### src/rtl/alu_pkg.sv
// Shared ALU constants: datapath widths used by the adder and subtractor
// pipelines and by the combinational adder they are built from.
package alu_pkg;

  localparam int ALU_HALF_W = 16;
  localparam int ALU_W      = 32;

endpackage : alu_pkg

### src/rtl/adderNbit.sv
// Combinational N-bit ripple adder with carry in/out. Used once per half-word
// by the pipelined adder and subtractor.
module adderNbit
  import alu_pkg::*;
#(
  parameter int N = ALU_HALF_W
) (
  input  logic [N-1:0] i_a,
  input  logic [N-1:0] i_b,
  input  logic         i_cin,
  output logic [N-1:0] o_sum,
  output logic         o_cout
);

  assign {o_cout, o_sum} = {1'b0, i_a} + {1'b0, i_b} + {{N{1'b0}}, i_cin};

endmodule : adderNbit

### src/rtl/sub2etapas_hs.sv
// Pipelined M-bit subtractor d = a - b - bor_i, computed as a + ~b + ~bor_i.
// Low half is added in S1->S2, high half (using the registered low carry) in
// S2->S3. Each stage has a valid bit and advances under a valid/ready
// handshake so bubbles collapse and up to three results are held on a stall.
module sub2etapas_hs
  import alu_pkg::*;
#(
  parameter int N = ALU_HALF_W,
  parameter int M = ALU_W
) (
  input  logic         clk_i,
  input  logic         rst_i,
  input  logic         valid_i,
  output logic         ready_o,
  input  logic [M-1:0] a_i,
  input  logic [M-1:0] b_i,
  input  logic         bor_i,
  output logic         valid_o,
  input  logic         ready_i,
  output logic [M-1:0] d_o,
  output logic         bor_o,
  output logic         ovf_o,
  output logic         zero_o
);

  if (M != 2 * N) begin : g_width_check
    $error("sub2etapas_hs: M must equal 2*N");
  end

  // Stage 1: registered operands.
  logic         r_v1;
  logic [M-1:0] r_a1;
  logic [M-1:0] r_b1;
  logic         r_bor1;

  // Stage 2: low result, low carry and the high operand halves.
  logic         r_v2;
  logic [N-1:0] r_lo2;
  logic         r_c2;
  logic [N-1:0] r_ah2;
  logic [N-1:0] r_bh2;

  // Stage 3: final result and flags.
  logic         r_v3;
  logic [M-1:0] r_d3;
  logic         r_bor3;
  logic         r_ovf3;
  logic         r_zero3;

  logic         w_adv1;
  logic         w_adv2;
  logic         w_adv3;
  logic         w_accept;

  logic [N-1:0] w_lo_sum;
  logic         w_lo_cout;
  logic [N-1:0] w_hi_sum;
  logic         w_hi_cout;
  logic [M-1:0] w_d;
  logic         w_ovf;

  // A stage may load when it is empty or the stage after it is moving.
  assign w_adv3   = ~r_v3 | ready_i;
  assign w_adv2   = ~r_v2 | w_adv3;
  assign w_adv1   = ~r_v1 | w_adv2;
  assign ready_o  = w_adv1 & ~rst_i;
  assign w_accept = valid_i & ready_o;

  // Low half: a_lo + ~b_lo + ~bor_i.
  adderNbit #(.N(N)) u_add_lo (
    .i_a    (r_a1[N-1:0]),
    .i_b    (~r_b1[N-1:0]),
    .i_cin  (~r_bor1),
    .o_sum  (w_lo_sum),
    .o_cout (w_lo_cout)
  );

  // High half: a_hi + ~b_hi + registered low carry.
  adderNbit #(.N(N)) u_add_hi (
    .i_a    (r_ah2),
    .i_b    (~r_bh2),
    .i_cin  (r_c2),
    .o_sum  (w_hi_sum),
    .o_cout (w_hi_cout)
  );

  assign w_d   = {w_hi_sum, r_lo2};
  // Signed overflow: operand signs differ and the result sign differs from a.
  assign w_ovf = (r_ah2[N-1] != r_bh2[N-1]) && (w_hi_sum[N-1] != r_ah2[N-1]);

  // Stage 1 register: capture an accepted operand set.
  always_ff @(posedge clk_i) begin
    // NOTE: state uses non-blocking assignments so every stage samples the
    // pre-edge value of the stage before it, giving a true pipeline.
    if (rst_i) begin
      // NOTE: data registers are cleared along with the valid bits so the
      // whole pipe starts from a known all-zero state after reset.
      r_v1   <= 1'b0;
      r_a1   <= '0;
      r_b1   <= '0;
      r_bor1 <= 1'b0;
    end else if (w_adv1) begin
      r_v1 <= w_accept;
      if (w_accept) begin
        r_a1   <= a_i;
        r_b1   <= b_i;
        r_bor1 <= bor_i;
      end
    end
  end

  // Stage 2 register: low-half result, its carry and the high operands.
  always_ff @(posedge clk_i) begin
    if (rst_i) begin
      r_v2  <= 1'b0;
      r_lo2 <= '0;
      r_c2  <= 1'b0;
      r_ah2 <= '0;
      r_bh2 <= '0;
    end else if (w_adv2) begin
      r_v2 <= r_v1;
      if (r_v1) begin
        r_lo2 <= w_lo_sum;
        r_c2  <= w_lo_cout;
        r_ah2 <= r_a1[M-1:N];
        r_bh2 <= r_b1[M-1:N];
      end
    end
  end

  // Stage 3 register: full difference and flags, held while stalled.
  always_ff @(posedge clk_i) begin
    if (rst_i) begin
      r_v3    <= 1'b0;
      r_d3    <= '0;
      r_bor3  <= 1'b0;
      r_ovf3  <= 1'b0;
      r_zero3 <= 1'b0;
    end else if (w_adv3) begin
      r_v3 <= r_v2;
      if (r_v2) begin
        r_d3    <= w_d;
        r_bor3  <= ~w_hi_cout;
        r_ovf3  <= w_ovf;
        r_zero3 <= ~|w_d;
      end
    end
  end

  assign valid_o = r_v3;
  assign d_o     = r_d3;
  assign bor_o   = r_bor3;
  assign ovf_o   = r_ovf3;
  assign zero_o  = r_zero3;

endmodule : sub2etapas_hs

### config.mk
export PLATFORM = sky130hd
export DESIGN_NAME = sub2etapas_hs
export DESIGN_NICKNAME = d
export VERILOG_FILES = /design/src/rtl/alu_pkg.sv /design/src/rtl/adderNbit.sv /design/src/rtl/sub2etapas_hs.sv
export SDC_FILE = /design/constraint.sdc
export NUM_CORES = 1
export LEC_CHECK = 0
export ABC_CLOCK_PERIOD_IN_PS = 4800
export CAP_MARGIN = 20
export CORE_ASPECT_RATIO = 0.8
export CORE_MARGIN = 5
export CORE_UTILIZATION = 47
export DETAILED_ROUTE_END_ITERATION = 8
export PLACE_DENSITY = 0.71
export SYNTH_ARGS = -nofsm -noshare
export SYNTH_HDL_FRONTEND = slang
export SYNTH_SLANG_ARGS = --single-unit
### constraint.sdc
create_clock -name clk_i -period 4.8 [get_ports clk_i]
set_clock_uncertainty 0.05 [all_clocks]
set_input_delay 0.96 -clock clk_i [delete_from_list [all_inputs] [get_ports clk_i]]
set_output_delay 0.96 -clock clk_i [all_outputs]
set_load 0.02 [all_outputs]
[Word level (Yosys, flattened, before mapping)]
Index checks and enable logic that the tools add are counted.
Operators by class
  muxes and demuxes: 0
  reduce and logical (&&, ||, !) cells: 6
  shift-type cells: 0
  eq/ne operators: 2
  div/mod/pow operators: 0
  multipliers: 0
  bitwise gates (word level): 13
  add/subtract/negate cells: 4
  order comparisons: 0
Operators by type and width (number)
  $add 16x16->17: 2
  $add 17x1->17: 2
  $not 16->16: 2
  $reduce_or 32->1: 1
  $not 1->1: 6
  $reduce_and 2->1: 3
  $or 1x1->1: 3
  $and 1x1->1: 2
  $ne 1x1->1: 2
  $logic_and 1x1->1: 1
  $logic_not 1->1: 1
Storage, ports and cells
  output and inout bits: 37
  RAM bits: 0
  ROM bits: 0
  latch bits: 0
  register bits after elaboration: 152
  input bits: 69
  memories: 0
  logic and storage cells: 39

[Depth between registers and ports, before layout]
Gate-level depths: netlist (run 1).
  word-level depth: 7
  mapped depth: 12
  gate-level depth less buffers: 12

[By module]
A second synthesis (run 1) with hierarchy kept.
Second synthesis, totals
  cell total of the unflattened synthesis: 880
  area, all modules: 7035.5 um2
Modules (own cells, without submodules)
  sub2etapas_hs: seq. area each 3042.9 um2, times used 1, cells each 690, area an instance 5511.5 um2
  adderNbit (u_add_lo): seq. area each 0.0 um2, times used 1, cells each 101, area an instance 790.8 um2
  adderNbit (u_add_hi): seq. area each 0.0 um2, times used 1, cells each 89, area an instance 733.2 um2

[Least setup slack after synthesis (run 1)]
No wires, ideal clock.
  path type: flip-flop to flip-flop
  start point: reg r_c2
  end point: reg r_zero3, in the netlist zero_o
  required time: 4.666 ns
  arrival: 2.908 ns
  clock period less this slack: 3.042 ns
  stages on the path, launching flop included: 13
  path slack: 1.758 ns
  path through: dfxtp_1 inv_1 fa_1 inv_1 fa_1 nor4_1 nand2_1 nor4_1 o211ai_1 or4b_1 a2111o_1 nand4bb_1 o31ai_2
Between the ends
  word-level cells in the longest chain between the ends: 3
RTL lines
  start: declaration: RTL line sub2etapas_hs.sv:39  | logic r_c2;
  start signal: assignment: RTL line sub2etapas_hs.sv:124  | r_c2 <= w_lo_cout;
  $add 17x1->17: RTL line adderNbit.sv:15  | assign {o_cout, o_sum} = {1'b0, i_a} + {1'b0, i_b} + {{N{1'b0}}, i_cin};
  via u_add_hi.o_sum[1]: RTL line adderNbit.sv:11  | output logic [N-1:0] o_sum,
  $reduce_or 32->1: RTL line sub2etapas_hs.sv:145  | r_zero3 <= ~|w_d;
  $logic_not 1->1: RTL line sub2etapas_hs.sv:145
  end signal: assignment: RTL line sub2etapas_hs.sv:145
  end: declaration: RTL line sub2etapas_hs.sv:48  | logic r_zero3;
The timed path passes the listed nets, and every way through them passes these cells.
A chain may end at the register's enable or synchronous reset.

[Final worst setup path (run 1)]
  start point: in ready_i
  end point: out ready_o
Between the ends
  word-level cells in the longest chain between the ends: 4
RTL lines
  start: declaration: RTL line sub2etapas_hs.sv:19  | input logic ready_i,
  $or 1x1->1: RTL line sub2etapas_hs.sv:63  | assign w_adv3 = ~r_v3 | ready_i;
  $or 1x1->1: RTL line sub2etapas_hs.sv:64  | assign w_adv2 = ~r_v2 | w_adv3;
  $or 1x1->1: RTL line sub2etapas_hs.sv:65  | assign w_adv1 = ~r_v1 | w_adv2;
  $and 1x1->1: RTL line sub2etapas_hs.sv:66  | assign ready_o = w_adv1 & ~rst_i;
  end: declaration: RTL line sub2etapas_hs.sv:14  | output logic ready_o,
Every way passes these cells.

==> results_tabular.tex, run 1 <==
\begin{tabular}{lr}
\hline
Metric & Value \\
\hline
\multicolumn{2}{l}{\textbf{Worst setup path}} \\
\quad CP startpoint & ready\_i \\
\quad CP max-delay cell & sky130\_fd\_sc\_hd\_\_clkdlybuf4s50\_1 \\
\quad FF-to-FF setup slack & 1.49 ns \\
\quad Critical path class & in2out \\
\quad Startpoint of the worst register-to-register path & r\_c2 \\
\quad Crit path arrival time & 2.59 ns \\
\quad Crit end category & output port \\
\quad Worst path required time & 3.79 ns \\
\quad Crit-path max cell delay & 0.68 ns \\
\quad Launching element type of the critical path & primary input \\
\quad Largest fanout of any net on the critical path & 3 \\
\quad Most common cell type on the critical path & sky130\_fd\_sc\_hd\_\_clkdlybuf4s50\_1 \\
\quad Worst-path cell chain & clkdlybuf4s50\_1, nor2b\_1, and2\_1, a21oi\_1, clkdlybuf4s50\_1 \\
\multicolumn{2}{l}{\textbf{Global routing}} \\
\quad Number of antenna violations at the first check in global routing & 0 \\
\quad Overall track demand over capacity in global routing & 19.2\% \\
\quad Number of global-route vias before repair & 5493 \\
\quad Overflow left after global routing & 0 \\
\quad Global-route wire length before repair & 27300 µm \\
\quad Maximum number of pins on one net before global-route repair & 100 \\
\multicolumn{2}{l}{\textbf{Run status}} \\
\quad Result of the run & completed \\
\multicolumn{2}{l}{\textbf{Detailed routing}} \\
\quad Post-Route WL & 16400 µm \\
\quad Detailed Routing Iterations Pass 1 & 5 \\
\quad Vias per inst & 5.22 \\
\quad Initial drt markers & 445 \\
\quad Routed length per instance & 14.3 µm \\
\quad Antenna Violating Nets Remaining & 0 \\
\quad Post-detailed-route DRC marker count & 0 \\
\quad Overall via count from detail\_route & 5972 \\
\multicolumn{2}{l}{\textbf{Floorplanning}} \\
\quad \# rows & 39 \\
\quad Starting Density & 48.3\% \\
\quad Core region area & 14400 µm² \\
\quad Full die area & 17300 µm² \\
\quad Horiz. Die Dim & 146 µm \\
\quad Die height & 119 µm \\
\quad Top-level port count & 106 \\
\multicolumn{2}{l}{\textbf{Logic synthesis}} \\
\quad Netlist area before placement & 6950 µm² \\
\quad Post-synth net total & 973 \\
\quad Main combinational cell family by area after synthesis & simple AND/OR/NAND/NOR gates \\
\quad Most used DFF post-synth & sky130\_fd\_sc\_hd\_\_dfxtp\_1 \\
\quad Simple logic cell fraction of the synthesized area & 26.7\% \\
\quad Register bit count reported by yosys & 152 \\
\quad Compound-Gate Fraction of Synth Area & 15.6\% \\
\quad Cell count after synthesis & 870 \\
\quad FFs w/ async S/R, synth & 0\% \\
\quad Adder and majority cell fraction of the synthesized area & 6.55\% \\
\quad Post-synthesis mux area share & 0\% \\
\quad Sequential element share of the synthesized area & 43.8\% \\
\quad Post-synth EDFFs & 0 \\
\quad Post-Synth XOR/XNOR Area & 2.14\% \\
\quad Warnings, synthesis & 0 \\
\quad Mapped Avg Cell Area & 7.99 µm² \\
\quad Number of distinct library cells after synthesis & 54 \\
\multicolumn{2}{l}{\textbf{Power}} \\
\quad Switching component of the power & 0.845 mW \\
\quad Part of the total power dissipated in the clock network & 40.0\% \\
\quad Pwr dens & 370 nW/µm² \\
\quad Internal power component & 2.35 mW \\
\quad Max VDD drop & 0.243 mV \\
\quad Switching power share of the total & 26.4\% \\
\quad Share of power burned in combinational logic & 16.8\% \\
\quad Power after layout & 3.20 mW \\
\quad Leakage power of the design & 3.45 nW \\
\quad Reg power frac & 43.3\% \\
\multicolumn{2}{l}{\textbf{Hold path}} \\
\quad Startpoint of the most critical hold path & r\_b1[25] \\
\quad Hold Crit Class & reg2reg \\
\multicolumn{2}{l}{\textbf{Place}} \\
\quad DP Wirelength & 11500 µm \\
\quad Final RePlAce weighted congestion & 0.809 \\
\quad PortBufs & 105 \\
\quad Worst setup slack before clock tree synthesis & 1.21 ns \\
\multicolumn{2}{l}{\textbf{Timing}} \\
\quad Final hold vios & 0 \\
\quad Crit path time final & 3.60 ns \\
\quad Setup repair after global routing missed its margin & false \\
\quad Final period util & 75.1\% \\
\quad Worst-case setup margin in the final layout & 1.20 ns \\
\quad Slew at the pin closest to its max-slew limit & 0.894 ns \\
\quad Relative slew margins & 40.4\% \\
\quad Maximum clock frequency & 277 MHz \\
\quad Final max-slew violation count & 0 \\
\quad Setup Total Neg Slack & 0 ns \\
\quad Number of failing setup endpoints in the final timing report & 0 \\
\multicolumn{2}{l}{\textbf{Final layout}} \\
\quad Area growth syn-to-layout & 24.4\% \\
\quad Register Area & 3040 µm² \\
\quad Share of final-layout standard cells stronger than drive strength 1 & 5.21\% \\
\quad Count of inserted antenna diode cells & 0 \\
\quad Multi-input gate area in the final layout & 3550 µm² \\
\quad Number of filler cells placed in the layout & 1303 \\
\quad Final nets & 1051 \\
\multicolumn{2}{l}{\textbf{Clock network}} \\
\quad Clock Pin Slew Worst Setup and Hold Paths & 0.06 ns \\
\quad Clock root buffer master & sky130\_fd\_sc\_hd\_\_clkbuf\_16 \\
\quad Clock insertion delay at the later pin of the skew report & 0.42 ns \\
\quad TritonCTS buffer count & 17 \\
\quad Count of hold-fix buffers inserted at cts & 0 \\
\quad CTS Buffer Depth & 2 \\
\quad Number of buffers inserted to repair setup after CTS & 0 \\
\quad Post-CTS sizing & 0 \\
\quad TritonCTS clock tree & built \\
\quad CTS sink cnt & 152 \\
\quad \# H-tree levels & 4 \\
\multicolumn{2}{l}{\textbf{Job}} \\
\quad Reported max-cap violation count & 0 \\
\hline
\end{tabular}
[stage by stage]
step / std cells / instance area [µm²] / util (%) / hold WS, ns
CTS: 1144 / 8650 / 60.1 / 0.403
detailed placement: 1113 / 8080 / 56.1 / 0.393
global placement: 1113 / 8080 / 56.1 / 0.391
finish: 1144 / 8650 / 60.1 / 0.400
floorplan: 870 / 6950 / - / 0.382
global route: 1144 / 8650 / 60.1 / 0.415
[layout make-up]
class,instances,area share (%)
clock inverter,13,1.49
multi-input combinational,627,41.0
timing repair buffer,112,12.9
clock buffer,18,5.08
tap,184,2.66
inverter,38,1.65
sequential,152,35.2
[flip-flops by register name (all words and copies together) (netlist names), 16 cells and up]
register	count
r_b1	32
r_lo2	16
r_ah2	16
d_o	32
r_bh2	16
r_a1	32
[critical path: cells and delay by family]
kind | cells | cell delay (ns)
and+or+nand+nor | 2 | 0.24
AOI/OAI and AO/OA | 1 | 0.24
buffers and inverters | 2 | 1.15
[worst paths after layout]
path                            endpoint  cells past startpoint
worst max-delay path             ready_o                      5
worst min-delay path            r_bh2[9]                      2
worst min register to register  r_bh2[9]                      2
worst max register to register    zero_o                     12
[cells in the mapped netlist (4+ instances only)]
| master | instances | area [µm²] |
|---|---|---|
| sky130_fd_sc_hd__clkbuf_1 | 39 | 146 |
| sky130_fd_sc_hd__nor4_1 | 7 | 43.8 |
| sky130_fd_sc_hd__a21oi_1 | 88 | 440 |
| sky130_fd_sc_hd__dfxtp_1 | 152 | 3040 |
| sky130_fd_sc_hd__nor2b_1 | 6 | 37.5 |
| sky130_fd_sc_hd__o21ai_1 | 7 | 35.0 |
| sky130_fd_sc_hd__nand2_1 | 252 | 946 |
| sky130_fd_sc_hd__nand3_1 | 6 | 30.0 |
| sky130_fd_sc_hd__o21ai_0 | 6 | 30.0 |
| sky130_fd_sc_hd__inv_1 | 38 | 143 |
| sky130_fd_sc_hd__nand3b_1 | 51 | 383 |
| sky130_fd_sc_hd__o211ai_1 | 5 | 37.5 |
| sky130_fd_sc_hd__nor2_1 | 39 | 146 |
| sky130_fd_sc_hd__fa_1 | 4 | 80.1 |
| sky130_fd_sc_hd__nor3_1 | 13 | 65.1 |
| sky130_fd_sc_hd__a21o_1 | 7 | 52.6 |
| sky130_fd_sc_hd__xnor2_1 | 8 | 70.1 |
| sky130_fd_sc_hd__nand4_1 | 4 | 25.0 |
| sky130_fd_sc_hd__a211o_1 | 7 | 61.3 |
| sky130_fd_sc_hd__xor2_1 | 9 | 78.8 |
| sky130_fd_sc_hd__and2_1 | 5 | 31.3 |
| sky130_fd_sc_hd__ha_1 | 30 | 375 |
| sky130_fd_sc_hd__o31ai_1 | 19 | 143 |
| sky130_fd_sc_hd__or2_2 | 4 | 25.0 |
| sky130_fd_sc_hd__buf_1 | 10 | 37.5 |
| sky130_fd_sc_hd__o21a_1 | 10 | 75.1 |
| sky130_fd_sc_hd__a211oi_1 | 5 | 37.5 |
[metal layers]
metal / vias up / track usage [%] / share of wire (%)
met1: 2712 / 31.4 / 56
met3: 13 / 4.90 / 6.3
li1: 3098 / - / -
met4: 0 / 5.34 / 1.0
met2: 149 / 23.9 / 36
met5: - / 0 / 0
[layout by cell type (no fill, tap or decap), types with 8 or more instances in the layout]
cell type / netlist / layout
sky130_fd_sc_hd__clkbuf_16: 0 / 17
sky130_fd_sc_hd__dfxtp_1: 152 / 152
sky130_fd_sc_hd__a21oi_1: 88 / 88
sky130_fd_sc_hd__xor2_1: 9 / 9
sky130_fd_sc_hd__xnor2_1: 8 / 8
sky130_fd_sc_hd__o31ai_1: 19 / 19
sky130_fd_sc_hd__nand3b_1: 51 / 51
sky130_fd_sc_hd__o21a_1: 10 / 10
sky130_fd_sc_hd__nor2_1: 39 / 39
sky130_fd_sc_hd__clkdlybuf4s50_1: 0 / 104
sky130_fd_sc_hd__ha_1: 30 / 30
sky130_fd_sc_hd__nand2_1: 252 / 252
sky130_fd_sc_hd__nor3_1: 13 / 13
sky130_fd_sc_hd__inv_1: 38 / 38
[power by group through the flow]
stage,Clock [mW],Combinational (mW),Sequential (mW)
final,1.28,0.536,1.38
after global routing,1.36,0.600,1.39
after CTS,1.30,0.534,1.38
after detailed placement,0,0.530,1.41
after global placement,0,0.527,1.41
after floorplan,0,0.354,1.41
[cells by family (layout without fill, tap and decap cells)]
family                   Yosys count  count (layout)
AO/OA/AOI/OAI                    173             173
buffers and inverters             91             181
AND/OR/NAND/NOR                  403             403
adder cells (fa/ha/maj)           34              34
XOR/XNOR                          17              17
flip-flops                       152             152
Power figures use the tool's default switching activity.
==> run 2, diff against run 1 <==
--- a/config.mk
+++ b/config.mk
@@ -5,13 +5,13 @@
 export SDC_FILE = /design/constraint.sdc
 export NUM_CORES = 1
 export LEC_CHECK = 0
-export ABC_CLOCK_PERIOD_IN_PS = 4800
+export ABC_CLOCK_PERIOD_IN_PS = 3300
 export CAP_MARGIN = 20
 export CORE_ASPECT_RATIO = 0.8
 export CORE_MARGIN = 5
 export CORE_UTILIZATION = 47
 export DETAILED_ROUTE_END_ITERATION = 8
-export PLACE_DENSITY = 0.71
+export PLACE_DENSITY = 0.74
 export SYNTH_ARGS = -nofsm -noshare
 export SYNTH_HDL_FRONTEND = slang
 export SYNTH_SLANG_ARGS = --single-unit
==> constraint.sdc (replaced) <==
create_clock -name clk_i -period 3.3 [get_ports clk_i]
set_clock_uncertainty 0.05 [all_clocks]
set_input_delay 0.66 -clock clk_i [delete_from_list [all_inputs] [get_ports clk_i]]
set_output_delay 0.66 -clock clk_i [all_outputs]
set_load 0.02 [all_outputs]
==> run 2 against run 1 <==
Effect of this change:
- clock power increased by 56%
- routed wire length increased by 2.1%
- cell count increased by 0.35%
- worst hold slack improved by 0.0031 ns
- critical path type is now reg2reg
- largest power group unchanged
==> results_tabular.tex, run 2 (same netlist as run 1, synthesis figures left out) <==
\begin{tabular}{lr}
\hline
Metric & Value \\
\hline
\multicolumn{2}{l}{\textbf{Final layout}} \\
\quad Fin area & 8750 µm² (+1.3\%) \\
\quad Share of the core filled with cells & 60.8\% (+0.76 points) \\
\quad Most common cell after layout, fill and taps aside & sky130\_fd\_sc\_hd\_\_nand2\_1 \\
\quad Number of filler cells placed in the layout & 1288 (-1.2\%) \\
\quad Count of inserted antenna diode cells & 0 (unchanged) \\
\quad Area growth syn-to-layout & 26.0\% \\
\quad Final nets & 1054 (+0.29\%) \\
\quad Share of final-layout standard cells stronger than drive strength 1 & 6.12\% (+0.91 points) \\
\quad Non-filler instance count after layout & 1148 (+0.35\%) \\
\quad Commonest non-fill, non-tap cells in the layout & sky130\_fd\_sc\_hd\_\_nand2\_1, sky130\_fd\_sc\_hd\_\_dfxtp\_1, sky130\_fd\_sc\_hd\_\_clkdlybuf4s50\_1 \\
\multicolumn{2}{l}{\textbf{Power}} \\
\quad Switching component of the power & 1.28 mW (+51\%) \\
\quad Pwr dens & 548 nW/µm² (+48\%) \\
\quad Part of the total power dissipated in the clock network & 41.7\% (+1.7 points) \\
\quad Max VDD drop & 0.375 mV (+54\%) \\
\quad Leakage power of the design & 3.48 nW (+0.99\%) \\
\quad Internal power component & 3.52 mW (+50\%) \\
\quad Reg power frac & 41.9\% (-1.4 points) \\
\quad Share of power burned in combinational logic & 16.4\% (-0.4 points) \\
\quad Power after layout & 4.80 mW (+50\%) \\
\quad Switching power share of the total & 26.6\% (+0.19 points) \\
\multicolumn{2}{l}{\textbf{Timing}} \\
\quad Final period util & 94.8\% \\
\quad Slew at the pin closest to its max-slew limit & 0.851 ns (-0.0430 ns) \\
\quad Relative slew margins & 43.3\% (+2.9 points) \\
\quad Crit path time final & 3.13 ns \\
\quad Final hold vios & 0 (unchanged) \\
\quad Number of failing setup endpoints in the final timing report & 0 (unchanged) \\
\quad Final max-slew violation count & 0 (unchanged) \\
\quad Worst-case setup margin in the final layout & 0.173 ns (-1.02 ns) \\
\quad Maximum clock frequency & 320 MHz \\
\quad Setup repair after global routing missed its margin & false \\
\multicolumn{2}{l}{\textbf{Place}} \\
\quad Area post-placement & 8120 µm² (+0.50\%) \\
\quad DP Wirelength & 11800 µm (+2.9\%) \\
\quad Final RePlAce weighted congestion & 0.864 (+6.8\%) \\
\quad PortBufs & 105 (unchanged) \\
\quad DP Cell Count & 1115 (+0.18\%) \\
\quad Worst setup slack before clock tree synthesis & -0.0169 ns (-1.22 ns) \\
\multicolumn{2}{l}{\textbf{Global routing}} \\
\quad Overflow left after global routing & 0 (unchanged) \\
\quad Met2 demand-to-capacity share in global routing & 25.5\% (+1.5 points) \\
\quad Met1 routing resource usage after global routing & 30.8\% (-0.54 points) \\
\quad Global-route wire length before repair & 27600 µm (+1.3\%) \\
\quad Number of global-route vias before repair & 5644 (+2.7\%) \\
\quad Overall track demand over capacity in global routing & 19.4\% (+0.23 points) \\
\quad GR Layer Usage met3 & 3.98\% (-0.92 points) \\
\quad Number of antenna violations at the first check in global routing & 0 (unchanged) \\
\quad Routing layer with the top usage in global route & met1 \\
\quad Maximum number of pins on one net before global-route repair & 96 (-4.0\%) \\
\multicolumn{2}{l}{\textbf{Worst setup path}} \\
\quad Launching element type of the critical path & flip-flop \\
\quad Worst path required time & 3.59 ns (-0.20 ns) \\
\quad Crit path arrival time & 3.42 ns (+0.83 ns) \\
\quad Critical path class & reg2reg \\
\quad Largest fanout of any net on the critical path & 2 (-1) \\
\quad Crit end category & flip-flop \\
\multicolumn{2}{l}{\textbf{Floorplanning}} \\
\quad Starting Density & 48.3\% (unchanged) \\
\quad Full die area & 17300 µm² (unchanged) \\
\quad Horiz. Die Dim & 146 µm (unchanged) \\
\quad Die height & 119 µm (unchanged) \\
\quad Core region area & 14400 µm² (unchanged) \\
\quad \# rows & 39 (unchanged) \\
\quad Top-level port count & 106 (unchanged) \\
\multicolumn{2}{l}{\textbf{Hold path}} \\
\quad Hold Crit Class & reg2reg \\
\multicolumn{2}{l}{\textbf{Detailed routing}} \\
\quad Overall via count from detail\_route & 6025 (+0.89\%) \\
\quad Detailed Routing Iterations Pass 1 & 5 (unchanged) \\
\quad Antenna Violating Nets Remaining & 0 (unchanged) \\
\quad Vias per inst & 5.25 (+0.54\%) \\
\quad Initial drt markers & 450 (+1.1\%) \\
\quad Routed length per instance & 14.6 µm (+1.8\%) \\
\quad Post-Route WL & 16800 µm (+2.1\%) \\
\quad Post-detailed-route DRC marker count & 0 (unchanged) \\
\multicolumn{2}{l}{\textbf{Clock network}} \\
\quad TritonCTS clock tree & built \\
\quad Count of hold-fix buffers inserted at cts & 0 (unchanged) \\
\quad CTS sink cnt & 152 (unchanged) \\
\quad Clock Pin Slew Worst Setup and Hold Paths & 0.06 ns (about the same) \\
\quad Clock root buffer master & sky130\_fd\_sc\_hd\_\_clkbuf\_16 \\
\quad Clock insertion delay at the later pin of the skew report & 0.42 ns (about the same) \\
\quad \# H-tree levels & 4 (unchanged) \\
\quad CTS Buffer Depth & 2 (unchanged) \\
\quad TritonCTS buffer count & 17 (unchanged) \\
\multicolumn{2}{l}{\textbf{Run status}} \\
\quad Result of the run & completed \\
\multicolumn{2}{l}{\textbf{Job}} \\
\quad Reported max-cap violation count & 0 (unchanged) \\
\hline
\end{tabular}
-- run 2: per-stage QoR --
step,setup TNS (ns),hold WS (ns)
3_5_place_dp,-0.0169,0.393
3_3_place_gp,0,0.391
2_1_floorplan,0,0.382
4_1_cts,0,0.401
5_1_grt,0,0.421
6_report,0,0.403
-- run 2: power by group through the flow --
stage / Combinational [mW] / Sequential, mW / Clock [mW]
floorplan: 0.515 / 2.05 / 0
global placement: 0.762 / 2.05 / 0
detailed placement: 0.770 / 2.05 / 0
finish: 0.786 / 2.01 / 2.00
global route: 0.874 / 2.02 / 2.10
CTS: 0.778 / 2.01 / 2.03
-- run 2: area by class of cell --
type | count | area [µm²] | area share [%]
flip-flops and latches | 152 | 3040 | 34.8
clock buffers | 18 | 439 | 5.02
multi-input cells | 627 | 3570 | 40.7
inverters | 38 | 143 | 1.63
well taps | 184 | 230 | 2.63
clock inverters | 14 | 173 | 1.97
repair buffers | 115 | 1160 | 13.3
-- run 2: layer usage --
layer,vias up,wire [µm]
li1,3096,-
met1,2742,9250
met2,172,6350
met3,15,953
met4,0,203
met5,-,0
-- run 2: timing repair --
| action | 4_1_cts | 5_1_grt |
|---|---|---|
| gates resized for setup | 1 | 4 |
| pin swaps | 0 | 5 |
| setup endpoints to repair | 1 | 2 |
| buffers inserted | 0 | 1 |
-- run 2: worst max-delay path: stages, from the launching register on --
cell and delay [ns]:
sky130_fd_sc_hd__dfxtp_1 0.31, sky130_fd_sc_hd__inv_1 0.07, sky130_fd_sc_hd__fa_2 0.40, sky130_fd_sc_hd__inv_2 0.07
sky130_fd_sc_hd__fa_2 0.45, sky130_fd_sc_hd__nor4_2 0.15, sky130_fd_sc_hd__nand2_1 0.10, sky130_fd_sc_hd__nor4_2 0.17
sky130_fd_sc_hd__o211ai_1 0.12, sky130_fd_sc_hd__or4b_1 0.51, sky130_fd_sc_hd__a2111o_1 0.30, sky130_fd_sc_hd__nand4bb_1 0.21
sky130_fd_sc_hd__o31ai_2 0.17
-- run 2: final timing paths --
kind               start     end  slack, ns  cells after the start
setup / recovery    r_c2  zero_o       0.17                     12
hold reg to reg   d_o[4]  d_o[4]       0.40                      2
hold / removal    d_o[4]  d_o[4]       0.40                      2
setup reg to reg    r_c2  zero_o       0.17                     12
==> run 3, diff against run 2 <==
--- a/config.mk
+++ b/config.mk
@@ -11,7 +11,8 @@
 export CORE_MARGIN = 5
 export CORE_UTILIZATION = 47
 export DETAILED_ROUTE_END_ITERATION = 8
-export PLACE_DENSITY = 0.74
+export DONT_BUFFER_PORTS = 1
+export GPL_TIMING_DRIVEN = 0
 export SYNTH_ARGS = -nofsm -noshare
 export SYNTH_HDL_FRONTEND = slang
 export SYNTH_SLANG_ARGS = --single-unit
==> run 3 against run 2 <==
Effect of this change:
- core utilization decreased by 5.9 points
- register-to-register slack got worse by 0.05 ns
- critical endpoint unchanged
- clock-buffer cell count unchanged
- critical path type unchanged
- sequential share of layout area increased by 3.8 points
- critical path depth unchanged
==> results_tabular.tex, run 3 (same netlist as run 1, synthesis figures left out) <==
\begin{tabular}{lr}
\hline
Metric & Value \\
\hline
\multicolumn{2}{l}{\textbf{Run status}} \\
\quad Result of the run & completed \\
\multicolumn{2}{l}{\textbf{Hold path}} \\
\quad Startpoint of the most critical hold path & a\_i[13] \\
\quad Instance count along the most critical hold path & 2 (unchanged) \\
\quad Terminating pin of the worst hold path & r\_a1[13] \\
\quad Hold Crit Class & in2reg \\
\multicolumn{2}{l}{\textbf{Place}} \\
\quad PortBufs & 0 (-100\%) \\
\quad DP Wirelength & 14400 µm (+21\%) \\
\quad Final RePlAce weighted congestion & 0.921 (+6.6\%) \\
\multicolumn{2}{l}{\textbf{Worst setup path}} \\
\quad Reg-to-Reg End & zero\_o \\
\quad Launching element type of the critical path & flip-flop \\
\quad Worst path top cell family by delay & simple AND/OR/NAND/NOR gates \\
\quad Worst-path cell chain & inv\_2, fa\_2, inv\_2, fa\_2, nor4\_2, nand2\_1, nor4\_2, o211ai\_1, or4b\_1, a2111o\_1, nand4bb\_1, o31ai\_2 \\
\quad Largest fanout of any net on the critical path & 2 (unchanged) \\
\quad FF-to-FF setup slack & 0.13 ns (-0.05 ns) \\
\quad Worst path buffer plus inverter count & 2 (unchanged) \\
\quad Startpoint of the worst register-to-register path & r\_ah2[0] \\
\quad Worst path required time & 3.59 ns (about the same) \\
\quad Crit path arrival time & 3.46 ns (+0.04 ns) \\
\quad Crit end category & flip-flop \\
\quad Critical path class & reg2reg \\
\quad Crit-path max cell delay & 0.49 ns (-0.02 ns) \\
\quad Length in cells of the worst reg-to-reg path & 12 (unchanged) \\
\quad CP max-delay cell & sky130\_fd\_sc\_hd\_\_or4b\_1 \\
\multicolumn{2}{l}{\textbf{Final layout}} \\
\quad Share of final-layout standard cells stronger than drive strength 1 & 5.87\% (-0.25 points) \\
\quad Final nets & 993 (-5.8\%) \\
\quad Commonest non-fill, non-tap cells in the layout & sky130\_fd\_sc\_hd\_\_nand2\_1, sky130\_fd\_sc\_hd\_\_dfxtp\_1, sky130\_fd\_sc\_hd\_\_a21oi\_1 \\
\quad Register Area & 3040 µm² (about the same) \\
\quad Count of inserted antenna diode cells & 0 (unchanged) \\
\quad Most common cell after layout, fill and taps aside & sky130\_fd\_sc\_hd\_\_nand2\_1 \\
\quad Share of the core filled with cells & 54.9\% (-5.9 points) \\
\quad Area growth syn-to-layout & 13.7\% \\
\quad Number of filler cells placed in the layout & 1324 (+2.8\%) \\
\quad Multi-input gate area in the final layout & 3560 µm² (about the same) \\
\multicolumn{2}{l}{\textbf{Clock network}} \\
\quad Clock insertion delay at the later pin of the skew report & 0.42 ns (about the same) \\
\quad Count of hold-fix buffers inserted at cts & 0 (unchanged) \\
\quad TritonCTS clock tree & built \\
\quad TritonCTS buffer count & 17 (unchanged) \\
\quad Clock Pin Slew Worst Setup and Hold Paths & 0.06 ns (about the same) \\
\quad CTS sink cnt & 152 (unchanged) \\
\quad CTS Buffer Depth & 2 (unchanged) \\
\quad Clock root buffer master & sky130\_fd\_sc\_hd\_\_clkbuf\_16 \\
\quad \# H-tree levels & 4 (unchanged) \\
\multicolumn{2}{l}{\textbf{Global routing}} \\
\quad Met2 demand-to-capacity share in global routing & 30.4\% (+4.9 points) \\
\quad Number of antenna violations at the first check in global routing & 0 (unchanged) \\
\quad GR Layer Usage met3 & 7.73\% (+3.7 points) \\
\quad Number of global-route vias before repair & 5816 (+3.0\%) \\
\quad Global-route wire length before repair & 30200 µm (+9.4\%) \\
\quad Overall track demand over capacity in global routing & 21.9\% (+2.5 points) \\
\quad Routing layer with the top usage in global route & met1 \\
\quad Overflow left after global routing & 0 (unchanged) \\
\quad Met1 routing resource usage after global routing & 31.8\% (+0.99 points) \\
\quad Maximum number of pins on one net before global-route repair & 17 (-82\%) \\
\multicolumn{2}{l}{\textbf{Timing}} \\
\quad Setup repair after global routing missed its margin & true \\
\quad Slew at the pin closest to its max-slew limit & 0.817 ns (-0.0338 ns) \\
\quad Final hold vios & 0 (unchanged) \\
\quad Crit path time final & 3.17 ns (+0.0464 ns) \\
\quad Maximum clock frequency & 315 MHz (-1.5\%) \\
\quad Post-Route Hold Slack & 0.281 ns (-0.122 ns) \\
\quad Final period util & 96.2\% (+1.4 points) \\
\quad Relative slew margins & 45.5\% (+2.3 points) \\
\quad Number of failing setup endpoints in the final timing report & 0 (unchanged) \\
\quad Final max-slew violation count & 0 (unchanged) \\
\multicolumn{2}{l}{\textbf{Floorplanning}} \\
\quad Horiz. Die Dim & 146 µm (unchanged) \\
\quad Full die area & 17300 µm² (unchanged) \\
\quad Die height & 119 µm (unchanged) \\
\quad Core region area & 14400 µm² (unchanged) \\
\quad Starting Density & 48.3\% (unchanged) \\
\quad \# rows & 39 (unchanged) \\
\quad Top-level port count & 106 (unchanged) \\
\multicolumn{2}{l}{\textbf{Detailed routing}} \\
\quad Routed length per instance & 17.3 µm (+19\%) \\
\quad Overall via count from detail\_route & 5991 (-0.56\%) \\
\quad Post-Route WL & 18800 µm (+12\%) \\
\quad Detailed Routing Iterations Pass 1 & 5 (unchanged) \\
\quad Post-detailed-route DRC marker count & 0 (unchanged) \\
\quad Initial drt markers & 478 (+6.2\%) \\
\quad Vias per inst & 5.51 (+5.0\%) \\
\quad Antenna Violating Nets Remaining & 0 (unchanged) \\
\multicolumn{2}{l}{\textbf{Power}} \\
\quad Leakage power of the design & 3.15 nW (-9.6\%) \\
\quad Pwr dens & 635 nW/µm² (+16\%) \\
\quad Max VDD drop & 0.392 mV (+4.5\%) \\
\multicolumn{2}{l}{\textbf{Job}} \\
\quad Reported max-cap violation count & 0 (unchanged) \\
\hline
\end{tabular}
## run 3: stage by stage
stage	power, mW	instances	TNS (ns)	setup slack (ns)	cell area [µm²]
2_1_floorplan	2.56	870	0	0.258	6950
3_5_place_dp	2.75	1054	-0.100	-0.100	7180
5_1_grt	5.23	1087	-0.0554	-0.0554	7900
4_1_cts	5.04	1087	0	0.00218	7900
3_3_place_gp	2.73	1054	-0.0872	-0.0872	7180
6_report	5.02	1087	0	0.127	7900
## run 3: worst register-to-register path, stage by stage (launching register included)
cell	delay, ns
sky130_fd_sc_hd__dfxtp_2	0.33
sky130_fd_sc_hd__inv_2	0.04
sky130_fd_sc_hd__fa_2	0.40
sky130_fd_sc_hd__inv_2	0.07
sky130_fd_sc_hd__fa_2	0.46
sky130_fd_sc_hd__nor4_2	0.14
sky130_fd_sc_hd__nand2_1	0.10
sky130_fd_sc_hd__nor4_2	0.22
sky130_fd_sc_hd__o211ai_1	0.11
sky130_fd_sc_hd__or4b_1	0.49
sky130_fd_sc_hd__a2111o_1	0.30
sky130_fd_sc_hd__nand4bb_1	0.20
sky130_fd_sc_hd__o31ai_2	0.17
## run 3: layout make-up
class | count | share of cell area [%]
timing repair buffer | 1 | 0.0950
multi-input combinational | 627 | 45.1
inverter | 38 | 1.80
sequential | 152 | 38.5
buffer | 53 | 2.74
tap | 184 | 2.91
clock buffer | 18 | 5.43
clock inverter | 14 | 3.40
## run 3: worst max-delay path by stage
stage	from	end	slack (ns)	cells past startpoint
finish	r_ah2[0]	zero_o	0.13	12
global route	r_ah2[0]	zero_o	-0.06	12
CTS	r_ah2[0]	zero_o	0.002	12
detailed placement	r_c2	zero_o	-0.10	12
global placement	r_c2	zero_o	-0.09	12
floorplan	r_c2	zero_o	0.26	12
## run 3: timing repair
| item | CTS | global route |
|---|---|---|
| buffers inserted | 1 | 0 |
| gates resized for setup | 6 | 1 |
| setup endpoints to repair | 1 | 1 |
| pin swaps | 8 | 4 |
## run 3: power breakdown
group | internal, mW | leakage [nW] | switching (mW) | total [mW]
clock network | 1.50 | 0.337 | 0.783 | 2.29
registers | 1.94 | 1.25 | 0.0974 | 2.04
logic | 0.273 | 1.56 | 0.418 | 0.691
## run 3: metal layers
metal / wire length [µm] / up-vias
met3: 1610 / 26
met5: 0 / -
met1: 9480 / 2772
met2: 7410 / 209
li1: - / 2984
met4: 297 / 0
